$ cat src/rtl/alu_pkg.sv
// Shared ALU definitions: default geometry of the add/sub pipeline, operation
// encoding and the geometry check used at elaboration.
package alu_pkg;

  localparam int DEFAULT_WIDTH  = 32;
  localparam int DEFAULT_STAGES = 4;

  typedef enum logic {
    OP_ADD = 1'b0,
    OP_SUB = 1'b1
  } op_e;

  // Geometry is legal when every segment gets the same whole number of bits.
  function automatic bit geometry_ok(int width, int stages);
    return (stages >= 1) && (stages <= width) && ((width % stages) == 0);
  endfunction

endpackage

$ cat src/rtl/pipelined_adder_sub_if.sv
// Operand/result handshake bundle for the pipelined add/sub unit.
interface pipelined_adder_sub_if
  import alu_pkg::*;
#(
  parameter int WIDTH = DEFAULT_WIDTH
);

  logic             in_valid;
  logic             in_ready;
  logic [WIDTH-1:0] a;
  logic [WIDTH-1:0] b;
  logic             c_in;
  logic             sub;
  logic             out_valid;
  logic             out_ready;
  logic [WIDTH-1:0] y;
  logic             c_out;
  logic             ovf;

  modport master (
    output in_valid, a, b, c_in, sub, out_ready,
    input  in_ready, out_valid, y, c_out, ovf
  );

  modport slave (
    input  in_valid, a, b, c_in, sub, out_ready,
    output in_ready, out_valid, y, c_out, ovf
  );

endinterface

$ cat src/rtl/adder_segment.sv
// Combinational SEG-bit ripple of full-adder cells; also exposes the carry into
// its top bit so the final segment can derive signed overflow.
module adder_segment #(
  parameter int SEG = 8
) (
  input  logic [SEG-1:0] a,
  input  logic [SEG-1:0] b,
  input  logic           cin,
  output logic [SEG-1:0] sum,
  output logic           cout,
  output logic           c_msb_in
);

  logic [SEG:0] carry;

  always_comb begin
    sum      = '0;
    carry    = '0;
    carry[0] = cin;
    for (int i = 0; i < SEG; i++) begin
      sum[i]       = a[i] ^ b[i] ^ carry[i];
      carry[i + 1] = (a[i] & b[i]) | (carry[i] & (a[i] ^ b[i]));
    end
  end

  assign cout     = carry[SEG];
  assign c_msb_in = carry[SEG-1];

endmodule

$ cat src/rtl/pipelined_adder_sub.sv
// WIDTH-bit add/subtract split into STAGES registered ripple segments, with
// valid/ready handshakes and full backpressure on both sides.
module pipelined_adder_sub
  import alu_pkg::*;
#(
  parameter int WIDTH  = DEFAULT_WIDTH,
  parameter int STAGES = DEFAULT_STAGES
) (
  input logic                 clk,
  input logic                 rst_n,
  pipelined_adder_sub_if.slave bus
);

  localparam int SEG = WIDTH / STAGES;

  if (!geometry_ok(WIDTH, STAGES)) begin : g_bad_geometry
    $error("pipelined_adder_sub: WIDTH must be a non-zero multiple of STAGES");
  end

  logic [STAGES-1:0] v_q, v_d;
  logic [STAGES:0]   en;
  logic [STAGES:0]   v_chain;
  logic [WIDTH-1:0]  a_q   [STAGES];
  logic [WIDTH-1:0]  a_d   [STAGES];
  logic [WIDTH-1:0]  b_q   [STAGES];
  logic [WIDTH-1:0]  b_d   [STAGES];
  logic [WIDTH-1:0]  sum_q [STAGES];
  logic [WIDTH-1:0]  sum_d [STAGES];
  logic [STAGES-1:0] carry_q, carry_d;
  logic              ovf_q, ovf_d;

  logic [WIDTH-1:0]  a_src   [STAGES];
  logic [WIDTH-1:0]  b_src   [STAGES];
  logic [WIDTH-1:0]  sum_src [STAGES];
  logic [STAGES-1:0] cin_src;
  logic [SEG-1:0]    seg_sum [STAGES];
  logic [STAGES-1:0] seg_cout;
  logic [STAGES-1:0] seg_cmsb;
  logic              sub_mode;

  assign sub_mode = (op_e'(bus.sub) == OP_SUB);

  // A stage may load when it is empty or its contents move on this cycle.
  always_comb begin
    en         = '0;
    en[STAGES] = bus.out_ready;
    for (int k = STAGES - 1; k >= 0; k--) begin
      en[k] = !v_q[k] | en[k + 1];
    end
  end

  always_comb begin
    a_src[0]   = bus.a;
    b_src[0]   = sub_mode ? ~bus.b : bus.b;
    sum_src[0] = '0;
    cin_src    = '0;
    cin_src[0] = bus.c_in ^ sub_mode;
    for (int k = 1; k < STAGES; k++) begin
      a_src[k]   = a_q[k - 1];
      b_src[k]   = b_q[k - 1];
      sum_src[k] = sum_q[k - 1];
      cin_src[k] = carry_q[k - 1];
    end
  end

  for (genvar k = 0; k < STAGES; k++) begin : g_seg
    adder_segment #(
      .SEG (SEG)
    ) u_segment (
      .a        (a_src[k][k*SEG +: SEG]),
      .b        (b_src[k][k*SEG +: SEG]),
      .cin      (cin_src[k]),
      .sum      (seg_sum[k]),
      .cout     (seg_cout[k]),
      .c_msb_in (seg_cmsb[k])
    );
  end

  assign v_chain = {v_q, bus.in_valid};

  always_comb begin
    v_d     = v_q;
    a_d     = a_q;
    b_d     = b_q;
    sum_d   = sum_q;
    carry_d = carry_q;
    ovf_d   = ovf_q;
    for (int k = 0; k < STAGES; k++) begin
      if (en[k]) begin
        v_d[k]                  = v_chain[k];
        a_d[k]                  = a_src[k];
        b_d[k]                  = b_src[k];
        sum_d[k]                = sum_src[k];
        sum_d[k][k*SEG +: SEG]  = seg_sum[k];
        carry_d[k]              = seg_cout[k];
      end
    end
    if (en[STAGES-1]) begin
      ovf_d = seg_cmsb[STAGES-1] ^ seg_cout[STAGES-1];
    end
  end

  always_ff @(posedge clk or negedge rst_n) begin
    if (!rst_n) begin
      v_q     <= '0;
      carry_q <= '0;
      ovf_q   <= 1'b0;
      for (int k = 0; k < STAGES; k++) begin
        a_q[k]   <= '0;
        b_q[k]   <= '0;
        sum_q[k] <= '0;
      end
    end else begin
      v_q     <= v_d;
      a_q     <= a_d;
      b_q     <= b_d;
      sum_q   <= sum_d;
      carry_q <= carry_d;
      ovf_q   <= ovf_d;
    end
  end

  assign bus.in_ready  = en[0];
  assign bus.out_valid = v_q[STAGES-1];
  assign bus.y         = sum_q[STAGES-1];
  assign bus.c_out     = carry_q[STAGES-1];
  assign bus.ovf       = ovf_q;

endmodule
$ cat src/flat_wrapper.sv
// flat-port wrapper written by rule: the top's interface ports become plain ports
module pipelined_adder_sub_flat import alu_pkg::*;
#(
  parameter int WIDTH  = DEFAULT_WIDTH,
  parameter int STAGES = DEFAULT_STAGES
)
  (clk, rst_n, bus_in_valid, bus_a, bus_b, bus_c_in, bus_sub, bus_out_ready, bus_in_ready, bus_out_valid, bus_y, bus_c_out, bus_ovf);
  pipelined_adder_sub_if #(.WIDTH(WIDTH)) bus_i ();
  input logic clk;
  input logic rst_n;
  input wire logic [$bits(bus_i.in_valid)-1:0] bus_in_valid;
  input wire logic [$bits(bus_i.a)-1:0] bus_a;
  input wire logic [$bits(bus_i.b)-1:0] bus_b;
  input wire logic [$bits(bus_i.c_in)-1:0] bus_c_in;
  input wire logic [$bits(bus_i.sub)-1:0] bus_sub;
  input wire logic [$bits(bus_i.out_ready)-1:0] bus_out_ready;
  output wire logic [$bits(bus_i.in_ready)-1:0] bus_in_ready;
  output wire logic [$bits(bus_i.out_valid)-1:0] bus_out_valid;
  output wire logic [$bits(bus_i.y)-1:0] bus_y;
  output wire logic [$bits(bus_i.c_out)-1:0] bus_c_out;
  output wire logic [$bits(bus_i.ovf)-1:0] bus_ovf;
  assign bus_i.in_valid = bus_in_valid;
  assign bus_i.a = bus_a;
  assign bus_i.b = bus_b;
  assign bus_i.c_in = bus_c_in;
  assign bus_i.sub = bus_sub;
  assign bus_i.out_ready = bus_out_ready;
  assign bus_in_ready = bus_i.in_ready;
  assign bus_out_valid = bus_i.out_valid;
  assign bus_y = bus_i.y;
  assign bus_c_out = bus_i.c_out;
  assign bus_ovf = bus_i.ovf;
  pipelined_adder_sub #(.WIDTH(WIDTH), .STAGES(STAGES)) u_core (.clk(clk), .rst_n(rst_n), .bus(bus_i));
endmodule
$ cat config.mk
export PLATFORM = sky130hd
export DESIGN_NAME = pipelined_adder_sub_flat
export DESIGN_NICKNAME = d
export VERILOG_FILES = /design/src/rtl/alu_pkg.sv /design/src/rtl/pipelined_adder_sub_if.sv /design/src/rtl/adder_segment.sv /design/src/rtl/pipelined_adder_sub.sv /design/src/flat_wrapper.sv
export SDC_FILE = /design/constraint.sdc
export NUM_CORES = 1
export LEC_CHECK = 0
export ABC_AREA = 1
export CORE_MARGIN = 2
export CORE_UTILIZATION = 52
export CTS_BUF_LIST = sky130_fd_sc_hd__clkbuf_16
export DETAILED_ROUTE_END_ITERATION = 10
export PLACE_DENSITY = 0.77
export SETUP_SLACK_MARGIN = 0.3
export SYNTH_ARGS = -nofsm -noshare
export SYNTH_HDL_FRONTEND = slang
export SYNTH_SLANG_ARGS = --single-unit
$ cat constraint.sdc
create_clock -name clk -period 5.7 [get_ports clk]
set_clock_uncertainty 0.05 [all_clocks]
set_input_delay 1.14 -clock clk [delete_from_list [all_inputs] [get_ports clk]]
set_output_delay 1.14 -clock clk [all_outputs]
set_load 0.005 [all_outputs]
==> results of run 1 <==
==> placed cells by master, fill, tap and decap left out <==
| master | Yosys | routed |
|---|---|---|
| buf_2 | 15 | 1 |
| buf_4 | 39 | 7 |
| bufinv_16 | 0 | 3 |
| clkbuf_16 | 0 | 17 |
| clkbuf_8 | 0 | 1 |
| clkdlybuf4s50_1 | 0 | 103 |
| clkinv_1 | 0 | 3 |
| clkinv_2 | 0 | 2 |
| clkinv_4 | 0 | 2 |
| clkinvlp_4 | 0 | 2 |
| dfrtp_1 | 185 | 184 |
| dfrtp_2 | 0 | 1 |
| fa_1 | 32 | 32 |
| inv_1 | 41 | 42 |
| inv_2 | 1 | 1 |
| inv_6 | 0 | 1 |
| nand2_1 | 461 | 461 |
| nand3_1 | 57 | 57 |
| nand3_2 | 1 | 1 |
| nand4_1 | 1 | 1 |
| nor2_2 | 2 | 1 |
| nor2_4 | 0 | 1 |
| o21ai_0 | 14 | 14 |
| or2_2 | 2 | 2 |
| xnor2_1 | 7 | 7 |
| xor2_1 | 27 | 27 |
==> area by class of cell <==
| type | instances | area share |
|---|---|---|
| timing repair buffer | 112 | 0.112 |
| multi-input combinational | 604 | 0.313 |
| inverter | 42 | 0.0161 |
| clock inverter | 14 | 0.0159 |
| tap | 216 | 0.0275 |
| clock buffer | 17 | 0.0434 |
| sequential | 185 | 0.472 |
==> layer usage <==
layer  global-route usage  up-vias  routed length, um
li1                     -     2825                  -
met1                0.308     2639               7890
met2                0.292      167               6980
met3               0.0456       14                790
met4               0.0526        0                158
met5                    0        -                  0
==> final timing paths <==
| kind | startpoint | endpoint |
|---|---|---|
| setup / recovery | bus_b[0] | u_core.sum_q[103] |
| hold / removal | u_core.sum_q[100] | u_core.sum_q[68] |
| setup reg to reg | u_core.carry_q[1] | u_core.sum_q[55] |
| hold reg to reg | u_core.sum_q[100] | u_core.sum_q[68] |
| max in group asynchronous | rst_n | u_core.b_q[91] |
| min in group asynchronous | rst_n | u_core.b_q[104] |
==> Yosys cell counts, drive strengths merged <==
cell type | count | area (sq um)
nand2 | 461 | 1730
o21ai | 14 | 70.1
dfrtp | 185 | 4630
nor2 | 2 | 12.5
xor2 | 27 | 236
inv | 42 | 158
nand3 | 58 | 295
or2 | 2 | 12.5
fa | 32 | 641
clkbuf | 23 | 86.3
nand4 | 1 | 6.26
xnor2 | 7 | 61.3
buf | 57 | 379
==> report_power, final <==
group | internal (mW) | switching, mW | leakage (nW)
Sequential | 1.68 | 0.222 | 2.22
Combinational | 0.489 | 0.511 | 2.52
Clock | 0.682 | 0.469 | 0.283
==> flip-flops by register name, summed over array words and instances, names as in the netlist <==
name            count
u_core.v_q          4
u_core.bus.y       32
u_core.sum_q       48
u_core.a_q         48
u_core.bus.ovf      1
u_core.carry_q      4
u_core.b_q         48
==> per-stage QoR <==
stage	setup slack, ns	hold WS [ns]	util
after floorplan	0.799	0.392	-
after global placement	0.707	0.399	0.585
after detailed placement	0.581	0.403	0.585
after CTS	1.03	0.420	0.622
after global routing	0.886	0.438	0.622
final	1.02	0.418	0.622
==> logic make-up after synthesis <==
| family | count (synthesis) |
|---|---|
| simple gates | 524 |
| xor+xnor | 34 |
| flops | 185 |
| compound gates | 14 |
| buf+inv | 122 |
| fa+ha+maj | 32 |
==> critical path: cells and delay by family <==
| family | cells | cell delay (ns) |
|---|---|---|
| AND/OR/NAND/NOR | 2 | 0.12 |
| buffers and inverters | 4 | 0.61 |
| XOR/XNOR | 1 | 0.17 |
| adder cells (fa/ha/maj) | 8 | 2.89 |
==> out/metrics.csv, run 1 <==
metric,value,unit
antenna_found_initial,0,
synth_top_family_by_area,simple AND/OR/NAND/NOR gates,
max_cap_viol_count,0,
p_leak,5.02,nW
ys_seq_area_frac,0.557,
ctsResizeCount,0,
grt_pass1_vias,5475,
r2r_slack,1.46,ns
wl_per_cell,13.3,um
vias,5645,
cpMaxStageDelayCell,fa_1,
synthAdderAreaFrac,0.0770,
cp.arrival,4.94,ns
placedInstanceArea,9230,sq um
final_area,9810,sq um
slew_headroom,0.216,
avgSynthCellArea,9.13,sq um
hpwl,10200,um
min_path_type,reg2reg,
stdcell_count,1190,
drt_iter0_markers,445,
status,finished clean,
dieArea,17000,sq um
cts_buffer_depth,2,
die_width,130,um
post-route-drc-count,0,
final_max_slew_viol_count,0,
rsz0062_at_grt,no,
multi_input_area,3070,sq um
critPathRequiredTime,5.96,ns
worst_pin_slew,1.17,ns
ir_drop,0.259,mV
p_per_area,413,nW/um^2
fin_crit_sh,0.821,
synth-seq-cells,185,
end_kind,flip-flop,
yosys.area_share.simple,0.247,
grt_max_degree,140,
area_growth,18.0,%
track_usage,0.200,
cts_setup_buffers,0,
fmax,0.214,GHz
synth_xor_xnor_area_share,0.0358,
grt_first_pass_wirelength,26800,um
cp_common_cell,fa_1,
root_buffer,clkbuf_16,
clock_latency,0.42,ns
numCtsBuffers,17,
start_util,0.527,
hold_viol,0,
syn-instance-count,911,
fill_cells,1344,
yosysWarnings,0,
total_power,4.05,mW
hold_depth,2,
synth-compound-area-share,0.00842,
critPathMaxFanout,1,
globalRouteOverflowTotal,0,
fin_tns_setup,0,ns
core,15800,sq um
muxShareOfSynthArea,0,
drive_above_1_share,0.0441,
finalSetupViolCount,0,
critPathMaxStageDelay,0.43,ns
drt-total-wl,15800,um
rows,46,
finalWeightedCongestion,0.794,
path_class,in2reg,
antenna_cells,0,
vias_per_cell,4.74,
fp.dieH,130,um
cts_tree,yes,
cts.sinks,185,
crit_path_cell_trace,clkdlybuf4s50_1 -> xnor2_1 -> fa_1 -> inv_1 -> fa_1 -> inv_1 -> fa_1 -> fa_1 -> fa_1 -> fa_1 -> fa_1 -> inv_1 -> fa_1 -> nand2_1 -> nand2_1,
cts.reportedPaths.clkPinSlew,0.06,ns
min_period,4.68,ns
nets,1064,
syn-num-nets,1013,
reg2reg_depth,12,
syn-cell-area,8320,sq um
seqCellArea,4630,sq um
io_pins,106,
numPortBuffers,105,
place_inst,1159,
ant_nets,0,
cts.htree.levels,4,
crit_path_start_kind,primary input,
dr.pass1.iters,5,
holdBufCountCts,0,
synth.distinct_cells,17,
Power figures use the tool's default switching activity.
==> run 2: changes to the inputs <==
Clock period 5.7 ns to 4.78 ns, I/O delays scaled along.
==> out/metrics.csv, run 2 (synthesized netlist as in run 1, its figures left out) <==
metric,value,unit,change
root_buffer,clkbuf_16,,unchanged
place_inst,1159,,unchanged
fin_tns_setup,0,ns,unchanged
min_path_type,reg2reg,,unchanged
numCtsBuffers,17,,unchanged
r2r_slack,0.54,ns,was 1.46 ns
critPathMaxFanout,1,,unchanged
path_class,in2reg,,unchanged
holdCritStartpoint,u_core.sum_q[100],,unchanged
dieArea,17000,sq um,unchanged
min_period,4.28,ns,
power_switching,1.48,mW,was 1.20 mW
globalRouteOverflowTotal,0,,unchanged
ir_drop,0.337,mV,was 0.259 mV
cts_tree,yes,,unchanged
cp_common_cell,fa_1,,unchanged
fin_crit_sh,0.896,,
cpMaxStageDelayCell,clkdlybuf4s50_1,,was fa_1
rsz0062_at_grt,no,,unchanged
post-route-drc-count,0,,unchanged
stdcell_count,1191,,was 1190
crit_buf_inv,4,,unchanged
seq_power_share,0.468,,was 0.470
cts.htree.levels,4,,unchanged
antenna_cells,0,,unchanged
ctsResizeCount,0,,unchanged
combPwrFrac,0.246,,was 0.247
layout_common_cells,"461 x nand2_1, 184 x dfrtp_1, 103 x clkdlybuf4s50_1, 57 x nand3_1, 41 x inv_1",,"was 461 x nand2_1, 184 x dfrtp_1, 103 x clkdlybuf4s50_1, 57 x nand3_1, 42 x inv_1"
vias_per_cell,4.77,,was 4.74
reg_top3,"u_core.a_q (48), u_core.b_q (48), u_core.sum_q (48)",,unchanged
hold_depth,2,,unchanged
finalHoldWorstSlack,0.417,ns,was 0.418 ns
crit_cells,15,,unchanged
area_growth,18.3,%,was 18.0%
hold_viol,0,,unchanged
swShare,0.305,,was 0.296
ant_nets,0,,unchanged
slew_headroom,0.213,,was 0.216
drive_above_1_share,0.0513,,was 0.0441
holdPathEnd,u_core.sum_q[68],,unchanged
hpwl,10300,um,was 10200 um
max_cap_viol_count,0,,unchanged
rows,46,,unchanged
wl_per_cell,13.4,um,was 13.3 um
grt_first_pass_wirelength,26800,um,about the same
p_int,3.37,mW,was 2.85 mW
critPathRequiredTime,5.05,ns,was 5.96 ns
holdBufCountCts,0,,unchanged
power_frac_clock,0.287,,was 0.284
p_per_area,493,nW/um^2,was 413 nW/um^2
nets,1064,,unchanged
drt_iter0_markers,493,,was 445
fp.dieH,130,um,unchanged
die_width,130,um,unchanged
critPathMaxStageDelay,0.41,ns,was 0.43 ns
drt-total-wl,16000,um,was 15800 um
finalSetupViolCount,0,,unchanged
cp.arrival,4.55,ns,was 4.94 ns
p_leak,5.02,nW,about the same
dr.pass1.iters,5,,unchanged
path_delay_family,adder cells,,unchanged
finalWeightedCongestion,0.782,,was 0.794
crit_path_cell_trace,clkdlybuf4s50_1 -> xnor2_1 -> fa_1 -> inv_1 -> fa_1 -> inv_1 -> fa_1 -> fa_2 -> fa_2 -> fa_2 -> fa_1 -> inv_1 -> fa_1 -> nand2_1 -> nand2_1,,was clkdlybuf4s50_1 -> xnor2_1 -> fa_1 -> inv_1 -> fa_1 -> inv_1 -> fa_1 -> fa_1 -> fa_1 -> fa_1 -> fa_1 -> inv_1 -> fa_1 -> nand2_1 -> nand2_1
r2r_start,u_core.carry_q[1],,unchanged
grt_pass1_vias,5389,,was 5475
crit_path_start_kind,primary input,,unchanged
io_pins,106,,unchanged
worstReg2RegEnd,u_core.sum_q[55],,unchanged
end_kind,flip-flop,,unchanged
core,15800,sq um,unchanged
grt_max_degree,123,,was 140
start_util,0.527,,unchanged
vias,5684,,was 5645
cts.sinks,185,,unchanged
fmax,0.234,GHz,
final_max_slew_viol_count,0,,unchanged
clock_latency,0.43,ns,was 0.42 ns
worst_pin_slew,1.18,ns,was 1.17 ns
track_usage,0.202,,was 0.200
layout_commonest_cell,nand2_1,,unchanged
cts_setup_buffers,0,,unchanged
reg2reg_depth,12,,unchanged
cts_buffer_depth,2,,unchanged
status,finished clean,,unchanged
cts.reportedPaths.clkPinSlew,0.07,ns,was 0.06 ns
antenna_found_initial,0,,unchanged
numPortBuffers,105,,unchanged
run 2: area by class of cell:
class                   instances  area [sq um]
fillers                      1340          5930
flip-flops and latches        185          4630
multi-input cells             604          3080
repair buffers                112          1110
clock buffers                  17           425
well taps                     216           270
clock inverters                15           163
inverters                      42           158
run 2: worst register-to-register path: cells and delay by family (launching register included):
kind	cells	cell delay, ns
AO/OA/AOI/OAI	1	0.16
flip-flops	1	0.40
adder cells (fa/ha/maj)	8	3.29
buffers and inverters	3	0.24
run 2: worst max path at each step:
stage	start	endpoint
2_1_floorplan	bus_sub	u_core.sum_q[103]
3_3_place_gp	bus_b[0]	u_core.sum_q[103]
3_5_place_dp	bus_b[0]	u_core.sum_q[103]
4_1_cts	u_core.carry_q[1]	u_core.sum_q[55]
5_1_grt	u_core.carry_q[1]	u_core.sum_q[55]
6_report	bus_b[0]	u_core.sum_q[103]
run 2: metal layers:
metal / global-route usage / up-vias / share of wire
met2: 0.294 / 142 / 0.44
li1: - / 2836 / -
met3: 0.0472 / 12 / 0.052
met4: 0.0469 / 0 / 0.0098
met5: 0 / - / 0
met1: 0.312 / 2694 / 0.50
run 2: power by group through the flow:
stage                     registers, mW  logic [mW]  clock network, mW
after global placement             2.28        1.15                  0
after global routing               2.33        1.38               1.48
after CTS                          2.27        1.21               1.42
after floorplan                    2.22       0.838                  0
after detailed placement           2.29        1.19                  0
final                              2.27        1.19               1.39
run 2: through the flow:
step	power, mW	instance area [sq um]	utilization	worst slack [ns]
3_3_place_gp	3.43	9250	0.587	0.0936
6_report	4.85	9840	0.624	0.498
4_1_cts	4.90	9840	0.624	0.490
2_1_floorplan	3.06	8330	-	0.278
3_5_place_dp	3.48	9250	0.587	0.0490
5_1_grt	5.18	9840	0.624	0.314
